### config.mk
export PLATFORM = sky130hd
export DESIGN_NAME = fetch_unit
export DESIGN_NICKNAME = d
export VERILOG_FILES = /design/src/rtl/fetch_unit_pkg.sv /design/src/rtl/fetch_unit_if_id_reg.sv /design/src/rtl/fetch_unit.sv
export SDC_FILE = /design/constraint.sdc
export NUM_CORES = 1
export LEC_CHECK = 0
export ABC_AREA = 1
export CORE_UTILIZATION = 64
export DETAILED_ROUTE_END_ITERATION = 10
export DONT_BUFFER_PORTS = 1
export PLACE_DENSITY = 0.77
export SYNTH_ARGS = -nofsm -noshare
export SYNTH_HDL_FRONTEND = slang
export SYNTH_SLANG_ARGS = --single-unit
export TNS_END_PERCENT = 30
### constraint.sdc
create_clock -name clock -period 2.2 [get_ports clock]
set_input_delay 0.66 -clock clock [delete_from_list [all_inputs] [get_ports clock]]
set_output_delay 0.66 -clock clock [all_outputs]
set_load 0.01 [all_outputs]
### src/rtl/fetch_unit_pkg.sv
// Shared types, constants and helpers for the instruction-fetch stage.
package fetch_unit_pkg;

  localparam int unsigned XLEN   = 32;
  localparam int unsigned JIDX_W = 26;

  localparam logic [XLEN-1:0] NOP    = 32'h0000_0000;
  localparam logic [XLEN-1:0] PC_INC = 32'd4;

  typedef enum logic [1:0] {
    ST_BOOT = 2'd0,
    ST_RUN  = 2'd1,
    ST_DONE = 2'd2
  } fetch_state_e;

  // IF/ID payload handed to decode.
  typedef struct packed {
    logic [XLEN-1:0] instr;
    logic [XLEN-1:0] pc;
    logic [XLEN-1:0] pc_plus4;
  } ifid_t;

  // Jump target: region bits from the delay-slot PC, index field word-aligned.
  function automatic logic [XLEN-1:0] jump_pc(input logic [XLEN-1:0]   pc_plus4,
                                               input logic [JIDX_W-1:0] idx);
    return {pc_plus4[31:28], idx, 2'b00};
  endfunction

endpackage

### src/rtl/fetch_unit_if_id_reg.sv
// IF/ID pipeline register: load a fetched word, insert a bubble, or hold.
module if_id_reg
  import fetch_unit_pkg::*;
(
  input  logic  clock,
  input  logic  reset_n,
  input  logic  load_i,
  input  logic  bubble_i,
  input  ifid_t data_i,
  output ifid_t data_o,
  output logic  valid_o
);

  ifid_t data_q, data_d;
  logic  valid_q, valid_d;

  // Bubble beats load; PC fields are kept on a bubble so jump region bits stay meaningful.
  always_comb begin
    data_d  = data_q;
    valid_d = valid_q;
    if (bubble_i) begin
      data_d.instr = NOP;
      valid_d      = 1'b0;
    end else if (load_i) begin
      data_d  = data_i;
      valid_d = 1'b1;
    end
  end

  // State register with synchronous active-low reset.
  always_ff @(posedge clock) begin
    if (!reset_n) begin
      data_q  <= '0;
      valid_q <= 1'b0;
    end else begin
      data_q  <= data_d;
      valid_q <= valid_d;
    end
  end

  assign data_o  = data_q;
  assign valid_o = valid_q;

endmodule

### src/rtl/fetch_unit.sv
// Instruction-fetch stage: owns the PC, handles stall, redirect and end-of-program.
module fetch_unit
  import fetch_unit_pkg::*;
#(
  parameter logic [31:0] RESET_PC  = 32'h0000_0000,
  parameter int unsigned MEM_DEPTH = 1024
) (
  input  logic        clock,
  input  logic        reset_n,
  output logic [31:0] i_addr,
  input  logic [31:0] i_data,
  input  logic        stall,
  input  logic        branch_taken,
  input  logic [31:0] branch_target,
  input  logic        jump,
  input  logic [25:0] jump_target,
  output logic        if_valid,
  output logic [31:0] if_instr,
  output logic [31:0] if_pc,
  output logic [31:0] if_pc_plus4,
  output logic        fetch_done,
  output logic        misalign_err
);

  fetch_state_e    state_q, state_d;
  logic [XLEN-1:0] pc_q, pc_d;
  logic            pend_vld_q, pend_vld_d;
  logic [XLEN-1:0] pend_tgt_q, pend_tgt_d;
  logic            done_q, done_d;
  logic            misalign_q, misalign_d;

  logic            ifid_load, ifid_bubble;
  ifid_t           ifid_in, ifid_out;
  logic            ifid_valid;

  logic [XLEN-1:0] pc_next_seq;
  logic [XLEN-1:0] jmp_tgt;
  logic [XLEN-1:0] br_tgt;
  logic            br_misalign;
  logic            out_of_range;

  // Redirect targets, sequential PC and range check.
  always_comb begin
    pc_next_seq  = pc_q + PC_INC;
    jmp_tgt      = jump_pc(ifid_out.pc_plus4, jump_target);
    br_tgt       = {branch_target[31:2], 2'b00};
    br_misalign  = |branch_target[1:0];
    out_of_range = {2'b00, pc_q[31:2]} >= 32'(MEM_DEPTH);
  end

  // Next-state, next-PC and IF/ID control.
  always_comb begin
    state_d     = state_q;
    pc_d        = pc_q;
    pend_vld_d  = pend_vld_q;
    pend_tgt_d  = pend_tgt_q;
    done_d      = done_q;
    misalign_d  = misalign_q;
    ifid_load   = 1'b0;
    ifid_bubble = 1'b0;
    ifid_in     = '{instr: i_data, pc: pc_q, pc_plus4: pc_next_seq};

    unique case (state_q)
      ST_BOOT: begin
        state_d = ST_RUN;
      end
      ST_RUN: begin
        if (stall) begin
          if (jump) begin
            pend_vld_d = 1'b1;
            pend_tgt_d = jmp_tgt;
          end else if (branch_taken) begin
            pend_vld_d = 1'b1;
            pend_tgt_d = br_tgt;
            misalign_d = misalign_q | br_misalign;
          end
        end else if (jump) begin
          pc_d        = jmp_tgt;
          ifid_bubble = 1'b1;
          pend_vld_d  = 1'b0;
        end else if (branch_taken) begin
          pc_d        = br_tgt;
          ifid_bubble = 1'b1;
          pend_vld_d  = 1'b0;
          misalign_d  = misalign_q | br_misalign;
        end else if (pend_vld_q) begin
          pc_d        = pend_tgt_q;
          ifid_bubble = 1'b1;
          pend_vld_d  = 1'b0;
        end else if (out_of_range) begin
          state_d     = ST_DONE;
          done_d      = 1'b1;
          ifid_bubble = 1'b1;
        end else begin
          ifid_load = 1'b1;
          pc_d      = pc_next_seq;
        end
      end
      ST_DONE: begin
        done_d      = 1'b1;
        ifid_bubble = 1'b1;
      end
      default: begin
        state_d = ST_BOOT;
      end
    endcase
  end

  // Control state registers with synchronous active-low reset.
  always_ff @(posedge clock) begin
    if (!reset_n) begin
      state_q    <= ST_BOOT;
      pc_q       <= RESET_PC;
      pend_vld_q <= 1'b0;
      pend_tgt_q <= '0;
      done_q     <= 1'b0;
      misalign_q <= 1'b0;
    end else begin
      state_q    <= state_d;
      pc_q       <= pc_d;
      pend_vld_q <= pend_vld_d;
      pend_tgt_q <= pend_tgt_d;
      done_q     <= done_d;
      misalign_q <= misalign_d;
    end
  end

  if_id_reg u_if_id (
    .clock    (clock),
    .reset_n  (reset_n),
    .load_i   (ifid_load),
    .bubble_i (ifid_bubble),
    .data_i   (ifid_in),
    .data_o   (ifid_out),
    .valid_o  (ifid_valid)
  );

  assign i_addr       = {2'b00, pc_q[31:2]};
  assign if_valid     = ifid_valid;
  assign if_instr     = ifid_out.instr;
  assign if_pc        = ifid_out.pc;
  assign if_pc_plus4  = ifid_out.pc_plus4;
  assign fetch_done   = done_q;
  assign misalign_err = misalign_q;

endmodule

==> Word level (Yosys, flattened, before mapping) <==
Index checks and enable logic that the tools add are counted.
{ "word_totals": {"register_bits": 166, "latch_bits": 0, "mem_bits_rw": 0, "mem_bits_ro": 0, "out_inout_bits": 131, "elab_cells": 72, "mem_count": 0} }
{ "classes": {"n_addsub": 1, "n_mul": 0, "n_div": 0, "magnitude_cmp": 1, "n_eq_ne": 9, "shifts": 0, "mux": 33, "n_bitwise": 6, "n_reduce_logical": 12} }
{ "op_table": {"columns": ["cell", "n"], "rows": [
  ["$mux W32", 6],
  ["$add A32 B3 Y32 const B", 1],
  ["$ge A30 B11 Y1 const B", 1],
  ["$mux W1", 19],
  ["$reduce_and A6 Y1", 2],
  ["$mux W2", 5],
  ["$ne A2 B2 Y1 const B", 5],
  ["$reduce_and A3 Y1", 3],
  ["$pmux W2 S3", 1],
  ["$not A1 Y1", 5],
  ["$ne A4 B4 Y1 const B", 1],
  ["$pmux W1 S2", 2],
  ["$reduce_and A2 Y1", 2],
  ["$reduce_bool A2 Y1", 2],
  ["$reduce_or A2 Y1", 2],
  ["$ne A3 B1 Y1 const B", 1],
  ["$eq A2 B1 Y1 const B", 1],
  ["$eq A2 B2 Y1 const B", 1],
  ["$logic_not A2 Y1", 1],
  ["$or A1 B1 Y1", 1]
]} }

==> Logic depth before layout (Yosys ltp) <==
{ "depth": {"depth_word": 9, "depth_mapped": 12} }

==> Modules after synthesis <==
From an unflattened synthesis, not the netlist that was laid out.
{ "hier_totals": {"hier_cells": 1334, "area_unflattened_um2": 8654.6} }
{ "by_module_without_submodules": {"columns": ["mod", "instances", "cells_each", "area_each_um2", "seq_area_each_um2"], "rows": [
  ["fetch_unit", 1, 778, 4459.3, 1301.2],
  ["if_id_reg", 1, 556, 4195.3, 1941.9]
]} }

==> Worst setup path after synthesis <==
No wires, ideal clock.
{ "synth_timing": {"path_type": "input to register", "startpoint": "input port jump", "endpoint": "register pend_tgt_q[28]", "setup_time_ns": 0.121, "arrival_ns": 1.732, "setup_slack_ns": 0.347, "path_stages": 9, "n_path_buf": 3, "path_cell_list": "buf_2 -> nor2_2 -> inv_2 -> nand3_1 -> inv_2 -> buf_2 -> buf_6 -> nand2_1 -> a21oi_1"} }
{ "synth_via": {"elab_chain_len": 2} }
{ "synth_lines": {"columns": ["item", "line_no", "text"], "rows": [
  ["start, declared", "fetch_unit.sv:15", "input logic jump,"],
  ["$reduce_bool A2 Y1 (no line)", null, null],
  ["$reduce_and A3 Y1 (no line)", null, null],
  ["end signal, assigned", "fetch_unit.sv:122", "pend_tgt_q <= pend_tgt_d;"],
  ["end, declared", "fetch_unit.sv:28", "logic [XLEN-1:0] pend_tgt_q, pend_tgt_d;"]
]} }
Several ways; a longest one is shown, not always the timed one.
A chain may end at the register's enable or synchronous reset.

==> Worst setup path after layout <==
{ "layout_timing": {"startpoint": "register pc_q[12]", "endpoint": "register pc_q[6]"} }
{ "layout_via": {"elab_chain_len": 3} }
{ "layout_lines": {"columns": ["item", "line_no", "text"], "rows": [
  ["start, declared", "fetch_unit.sv:26", "logic [XLEN-1:0] pc_q, pc_d;"],
  ["start signal, assigned", "fetch_unit.sv:120", "pc_q <= pc_d;"],
  ["$ge A30 B11 Y1", "fetch_unit.sv:48", "out_of_range = {2'b00, pc_q[31:2]} >= 32'(MEM_DEPTH);"],
  ["$ne A4 B4 Y1 (no line)", null, null],
  ["$reduce_and A3 Y1 (no line)", null, null]
]} }
Every way passes these cells.

==> impl_metrics.yaml <==
timing:
  setup_viol: 0
  whs_ns: 0.367
  worstMarginPinSlew_ns: 0.530
  hold_viol_final: 0
  fin_crit_ns: 1.96
  grt_setup_unrepaired: "false"
  drv_slew: 0
  max_freq_mhz: 509
  min_period_over_period_pct: 89.3
  finalSetupTns_ns: 0
  fin_ws_ns: 0.236
  clock_skew_ns: 0.00757
  max_slew_margin_pct: 64.6
place:
  place_inst: 1285
  place_ws_ns: 0.0877
  placed_cell_area_um2: 7780
  port_buffers: 0
  gp_congestion: 0.913
  dp_hpwl_mm: 13.9
cts:
  clk_latency_ns: 0.43
  cts-htree-levels: 4
  clock_sinks: 158
  numCtsBuffers: 17
  clk_pin_slew_ns: 0.06
  cts_tree: "built"
  clockBufferDepth: 2
  root_buffer: "clkbuf_16"
layout:
  most-common-layout-cells: "nand2_1, nor2_1, dfxtp_1"
  areaGrowthSynthToFinish_pct: 8.59
  drive_gt1_share_pct: 5.97
  diodes: 0
  final_common_cell: "nand2_1"
  fin_cells: 1316
  stdcell_area_um2: 8360
  post-route-util_pct: 72.3
  finalNetCount: 1261
grt:
  antenna_found_initial: 0
  met3_usage_pct: 9.04
  busiest_layer: "met2"
  grt_pass1_wl_mm: 32.2
  grt_use_met2_pct: 53.2
  grt_pass1_vias: 6612
  grt_use_met1_pct: 39.8
  grt_usage_pct: 32.3
  grt_max_degree: 121
  grt.overflow.total: 0
yosys:
  synthCells: 1175
  syn_area_um2: 7700
  yosysWarnings: 0
  synth_async_sr_flop_share_pct: 0
  synth.avg_cell_area_um2: 6.55
  yosysTopAreaCellShare_pct: 41.1
  ys_ff_latch: 158
  synth_edf_count: 0
  synth.distinct_cells: 36
  synth_seq_area_share_pct: 41.1
  ys_top_cells_by_area: "dfxtp_1, nand2_1, nor2_1, inv_1, o21ai_0"
  ys.flop_type: "dfxtp_1"
  synth_top_cell_by_area: "dfxtp_1"
setup_path:
  path_class: "flip-flop to flip-flop"
  end_kind: "flip-flop"
  arrival_ns: 2.32
  crit_required_ns: 2.56
  r2r_cells: 9
  worstPathMaxFanout: 33
  cp-start-kind: "flip-flop"
routing:
  detail-route-antenna-nets: 0
  routed_via_density: 5.47
  drt_iter0_drc: 683
  drc: 20
  drt-total-wl_mm: 19.9
  num_vias: 7205
  routedWlPerCell_um: 15.2
  dr.pass1.iters: 9
floorplan:
  die_area_um2: 12500
  coreArea_um2: 11600
  fp.dieH_um: 112
  start_util_pct: 66.6
  ioPinCount: 226
  die_w_um: 112
  num_rows: 39
flow_run:
  drv_cap: 0
worst_hold_path:
  hp-class: "primary input to flip-flop"
  hold_depth: 2
status:
  outcome: "finished with violations"
  violations: "DRC"
power:
  fin_total_pwr_mw: 8.20
  irDropWorstVdd_mv: 0.787
  power.density_nw_per_um2: 981
  power_leakage_nw: 3.94
## critical path, stage by stage (launching register included)
cell and delay, ns:
dfxtp_1 0.41, nor2_1 0.18, nand2_1 0.08, nor2_2 0.18, nand3_4 0.13, nand2_1 0.10, nand2_2 0.07, inv_2 0.41
o21ai_0 0.18, a21oi_1 0.14
## synth_stat cells, types with 8 or more instances
library cell and instances:
a31oi_1 27, buf_6 8, o21ai_0 85, a21oi_1 57, nand3_1 66, buf_2 15
clkbuf_1 31, inv_1 132, nand2_1 341, nand3b_1 11, nor2_1 180, dfxtp_1 158
## worst paths after layout
path                            slack (ns)                  to      startpoint
worst max register to register        0.24             pc_q[6]        pc_q[12]
worst min register to register        0.47      pend_tgt_q[28]  pend_tgt_q[28]
worst max-delay path                  0.24             pc_q[6]        pc_q[12]
worst min-delay path                  0.37  u_if_id.data_o[21]         reset_n
## per-layer routing
| layer | vias up | wire length [µm] |
|---|---|---|
| li1 | 3658 | - |
| met1 | 3210 | 8330 |
| met2 | 299 | 9190 |
| met3 | 38 | 2030 |
| met4 | 0 | 396 |
| met5 | - | 0 |
## sequential cells by signal (all words and copies together), names as in the netlist
signal,cells
u_if_id.valid_o,1
u_if_id.data_o,92
pend_tgt_q,30
state_q,2
fetch_done,1
pc_q,30
pend_vld_q,1
misalign_err,1
## power breakdown
part | leakage [nW] | switching (mW) | total, mW | internal [mW]
clock network | 0.285 | 1.16 | 2.93 | 1.78
registers | 1.28 | 0.351 | 3.49 | 3.14
logic | 2.37 | 1.18 | 1.78 | 0.595
total | 3.94 | 2.69 | 8.20 | 5.51
## what timing repair did
action / in CTS / in global routing
endpoints found under the setup margin: 0 / 27
hold buffers: 0 / 0
resized for setup: 0 / 2
setup buffers: 0 / 0
## kinds of logic (layout without fill, tap and decap cells)
| kind of cell | Yosys count | after routing | synth area share, % |
|---|---|---|---|
| simple gates | 612 | 612 | 32.5 |
| fa+ha+maj | 5 | 5 | 0.812 |
| compound gates | 190 | 190 | 13.7 |
| flops | 158 | 158 | 41.1 |
| buf+inv | 203 | 196 | 11.2 |
| xor+xnor | 6 | 6 | 0.682 |
| other cells | 1 | 6 | 0.0487 |
## layout make-up
| cell class | count | area (µm²) |
|---|---|---|
| clock inverter | 10 | 140 |
| inverter | 138 | 522 |
| tap | 143 | 179 |
| multi-input combinational | 819 | 3690 |
| sequential | 158 | 3160 |
| clock buffer | 21 | 440 |
| timing repair buffer | 27 | 228 |
| fill | 1028 | 3200 |
(Power assumes the default switching activity.)
==> RTL change 1: new RTL, same settings <==
The parameter `MEM_DEPTH` goes from 1024 to 768.
--- a/src/rtl/fetch_unit.sv
+++ b/src/rtl/fetch_unit.sv
@@ -3,7 +3,7 @@
   import fetch_unit_pkg::*;
 #(
   parameter logic [31:0] RESET_PC  = 32'h0000_0000,
-  parameter int unsigned MEM_DEPTH = 1024
+  parameter int unsigned MEM_DEPTH = 768
 ) (
   input  logic        clock,
   input  logic        reset_n,
Function: changed (Yosys sat finds a counterexample within 4 cycles, from zero or initial values and one cycle with reset_n low).
==> RTL change 1 against the original RTL <==
- the run still ends with DRC left
- setup slack got worse by 0.0093 ns
- highest routed layer unchanged
- sequential cell count is the same
- global-route usage increased by 0.37 points
- die area down 0.26%
- total power decreased by 1.2%
- clock power shrank 6%
- design area increased by 0.69%
- critical endpoint is now u_if_id.data_o[67]
- core utilization is 0.50 points higher
- synthesized cell count shrank 0.17%
- routed wire length increased by 0.60%
- area after synthesis down 0.26%
==> RTL change 1: results (changes against the original RTL) <==
Status -> finished with violations
Violations in the final reports -> DRC
Top cells by count, synth -> nand2_1 (330), nor2_1 (173), dfxtp_1 (158), inv_1 (130), nand3_1 (75)
FF-to-FF End -> u_if_id.data_o[67]
Pre-Repair DR Iteration Count -> 8 (-1)
DRT iter0 DRCs -> 831 (+22%)
Max frequency -> 507 MHz (-0.47%)
Post-Synth XOR/XNOR Area -> 0.00798 (+0.00116)
DR DRC count -> 20 (unchanged)
Nets -> 1269 (+0.63%)
Clock skew -> 0.00564 ns (-0.00193 ns)
Yosys cell types -> 38 (+5.6%)
Synth area leaders -> dfxtp_1 (41%), nand2_1 (16%), nor2_1 (8.5%)
Total wire length -> 20100 um (+0.60%)
Adder-cell share of the synthesized area -> 0.00814 (+0.0000212)
Seq/Total Area, Yosys -> 0.412 (+0.00107)
Gr usage total -> 0.327 (+0.00375)
Sink of the worst hold path -> u_if_id.data_o[3]
Vias in the first global route -> 6552 (-0.91%)
Worst Tran Pin Value -> 0.593 ns (+0.0626 ns)
Leak -> 4.00 nW (+1.4%)
Fraction of layout cells with a size suffix above 1 -> 0.0821 (+0.0225)
Detailed-route vias per instance -> 5.52 (+0.87%)
VDD IR-drop max -> 635 uV (-19%)
Worst slack, placed -> 0.248 ns (+0.160 ns)
Dpl hpwl -> 14400 um (+3.6%)
-- RTL change 1: cell types whose count changed in the layout (fill, tap and decap cells not counted), moves of 4 or more --
| cell | unedited run | this run |
|---|---|---|
| buf_4 | 25 | 37 |
| nor3_1 | 0 | 5 |
| nor2_1 | 180 | 173 |
| nand3_1 | 66 | 75 |
| inv_2 | 3 | 7 |
| nand3b_1 | 11 | 6 |
| o21ai_0 | 85 | 73 |
| nand2_1 | 341 | 330 |
| o21ai_1 | 3 | 11 |
| nand2_2 | 1 | 11 |
-- RTL change 1: worst max path at each step --
stage / end
floorplan: pc_q[15]
global placement: u_if_id.data_o[76]
detailed placement: u_if_id.data_o[67]
CTS: u_if_id.data_o[67]
global route: u_if_id.data_o[67]
finish: u_if_id.data_o[67]
-- RTL change 1: critical path: stages (launching register included) --
cell	delay, ns
dfxtp_1	0.42
nor2_1	0.15
nand2_1	0.07
nor2_2	0.14
nand3_2	0.16
nor2_8	0.21
o21ai_1	0.08
nand2_1	0.09
nand2_2	0.34
nor2_1	0.22
-- RTL change 1: area by class of cell --
type	instances	area, um^2
inverters	139	527
clock buffers	19	443
fillers	1021	3140
multi-input cells	814	3680
well taps	143	179
repair buffers	39	318
flip-flops and latches	158	3160
clock inverters	12	115
-- RTL change 1: per-layer routing --
layer	wire length [um]	up-vias	GRT usage	share of wire
met5	0	-	0	0
li1	-	3670	-	-
met1	8890	3229	0.449	0.44
met4	335	0	0.114	0.017
met2	8550	389	0.493	0.43
met3	2290	24	0.0915	0.11
-- RTL change 1: cell families (layout without fill, tap and decap cells) --
group	count (synthesis)	after routing
fa+ha+maj	5	5
xor+xnor	7	7
simple gates	611	611
flops	158	158
buf+inv	206	209
other cells	1	6
compound gates	185	185
-- RTL change 1: where the power goes --
| part | leakage, nW | internal [mW] | switching, mW |
|---|---|---|---|
| Sequential | 1.28 | 3.14 | 0.237 |
| Clock | 0.266 | 1.59 | 1.16 |
| Combinational | 2.45 | 0.646 | 1.34 |
| Total | 4.00 | 5.37 | 2.74 |
-- RTL change 1: through the flow --
stage | util | cell area, um^2 | power [mW] | std cells
detailed placement | 0.680 | 7860 | 5.37 | 1293
CTS | 0.728 | 8420 | 8.11 | 1324
global placement | 0.680 | 7860 | 5.34 | 1293
floorplan | - | 7700 | 4.76 | 1178
global route | 0.728 | 8420 | 8.51 | 1324
finish | 0.728 | 8420 | 8.11 | 1324
==> RTL change 2: new RTL, config.mk and constraints unchanged <==
Made on the original files. Re-encode `fetch_state_e` (3 states) as one-hot, 3 bits wide.
--- a/src/rtl/fetch_unit_pkg.sv
+++ b/src/rtl/fetch_unit_pkg.sv
@@ -7,10 +7,10 @@
   localparam logic [XLEN-1:0] NOP    = 32'h0000_0000;
   localparam logic [XLEN-1:0] PC_INC = 32'd4;
 
-  typedef enum logic [1:0] {
-    ST_BOOT = 2'd0,
-    ST_RUN  = 2'd1,
-    ST_DONE = 2'd2
+  typedef enum logic [2:0] {
+    ST_BOOT = 3'b001,
+    ST_RUN  = 3'b010,
+    ST_DONE = 3'b100
   } fetch_state_e;
 
   // IF/ID payload handed to decode.
Function: same outputs for any inputs over 4 cycles, from zero or initial values and one cycle with reset_n low; so few cycles prove little.
==> RTL change 2 against the original RTL <==
- the run still ends with DRC left
- critical path type unchanged
- non-clock buffer count rose by 22
- routed wire length rose by 9.3%
- sequential cell count rose by 1
- design area rose by 2.3%
- area after synthesis rose by 0.81%
- core utilization rose by 1.3 points
- setup slack improved by 0.019 ns
- total power fell by 9.7%
==> RTL change 2: results (changes against the original RTL) <==
Final RePlAce weighted congestion -> 1.00 (+9.9%)
Vias in the first global route -> 6544 (-1.0%)
Dpl hpwl -> 15700 um (+13%)
Sink of the worst hold path -> state_q[0]
Critical path arrival -> 2.30 ns (-0.02 ns)
Leak -> 3.91 nW (-0.66%)
Global-route wire length before repair -> 34100 um (+5.9%)
Area Overhead vs Synth -> 10.2%
Placed Instance Area -> 7960 um^2 (+2.3%)
Status -> finished with violations
Fraction of layout cells with a size suffix above 1 -> 0.0888 (+0.0291)
Violations in the final reports -> DRC
Nets -> 1256 (-0.40%)
Top cells by count, synth -> nand2_1 (255), nor2_1 (246), dfxtp_1 (159), nand3_1 (123), inv_1 (78)
DRT iter0 DRCs -> 904 (+32%)
Crit-path max cell delay -> 0.55 ns (+0.14 ns)
Worst slack, placed -> 0.283 ns (+0.196 ns)
Seq/Total Area, Yosys -> 0.410 (-0.000731)
DR DRC count -> 16 (-20%)
Yosys cell types -> 38 (+5.6%)
Synth area leaders -> dfxtp_1 (41%), nand2_1 (12%), nor2_1 (12%)
Max frequency -> 514 MHz (+0.95%)
Gr usage total -> 0.345 (+0.0220)
Critical R2R Launch -> state_q[2]
FF-to-FF path depth -> 5 (-4)
DR WL/cell -> 16.6 um (+9.5%)
Worst Hold Depth -> 1 (-1)
VDD IR-drop max -> 579 uV (-26%)
Final Non-Filler Cells -> 1314 (-0.15%)
Largest net degree at the start of global routing -> 116 (-4.1%)
Fill cells -> 1016 (-1.2%)
Slowest CP cell -> inv_2
Reg2reg setup slack -> 0.25 ns (+0.02 ns)
Detailed-route vias per instance -> 5.73 (+4.7%)
Cells after Synth -> 1157 (-1.5%)
Relative slew slack -> 0.525 (-0.121)
RTL change 2: cell type report:
| type | count | share of cell area |
|---|---|---|
| multi-input cells | 846 | 0.452 |
| clock buffers | 17 | 0.0497 |
| inverters | 86 | 0.0379 |
| repair buffers | 49 | 0.0474 |
| flip-flops and latches | 159 | 0.372 |
| well taps | 143 | 0.0209 |
| clock inverters | 14 | 0.0200 |
RTL change 2: power by group through the flow:
stage	registers (mW)	logic (mW)	clock network, mW
3_5_place_dp	3.21	1.22	0
2_1_floorplan	3.23	0.885	0
6_report	3.14	1.25	3.01
4_1_cts	3.14	1.23	3.03
5_1_grt	3.16	1.38	3.15
3_3_place_gp	3.20	1.21	0
RTL change 2: kinds of logic (layout without fill, tap and decap cells):
logic type               after synthesis  count (layout)  share of synthesized area
AND/OR/NAND/NOR                      679             679                      0.377
buffers and inverters                157             166                     0.0959
flip-flops                           159             159                      0.410
AO/OA/AOI/OAI                        154             154                      0.108
XOR/XNOR                               5               5                    0.00564
adder cells (fa/ha/maj)                2               2                    0.00322
other                                  1               6                   0.000483
RTL change 2: worst max path at each step:
| stage | slack (ns) | end |
|---|---|---|
| 5_1_grt | 0.05 | pend_tgt_q[27] |
| 3_3_place_gp | 0.31 | pc_q[18] |
| 6_report | 0.25 | pend_tgt_q[17] |
| 3_5_place_dp | 0.28 | pc_q[20] |
| 2_1_floorplan | 0.39 | u_if_id.data_o[4] |
| 4_1_cts | 0.28 | pend_tgt_q[17] |
RTL change 2: metrics by stage:
stage               power, mW  hold WS, ns
floorplan                4.11        0.430
global placement         4.41        0.449
detailed placement       4.43        0.457
CTS                      7.40        0.310
global route             7.69        0.327
finish                   7.40        0.329
RTL change 2: worst reg2reg max path: stages, from the launching register on:
cell     delay (ns)
dfxtp_1        0.36
nor3_4         0.41
nand3_4        0.17
inv_2          0.55
o21ai_0        0.22
a31oi_1        0.16
RTL change 2: metal layers:
| layer | vias to the layer above | wire, um | GRT usage |
|---|---|---|---|
| met5 | - | 0 | 0 |
| met4 | 0 | 339 | 0.104 |
| met3 | 23 | 2820 | 0.105 |
| met2 | 391 | 9180 | 0.484 |
| met1 | 3410 | 9470 | 0.506 |
| li1 | 3708 | - | - |
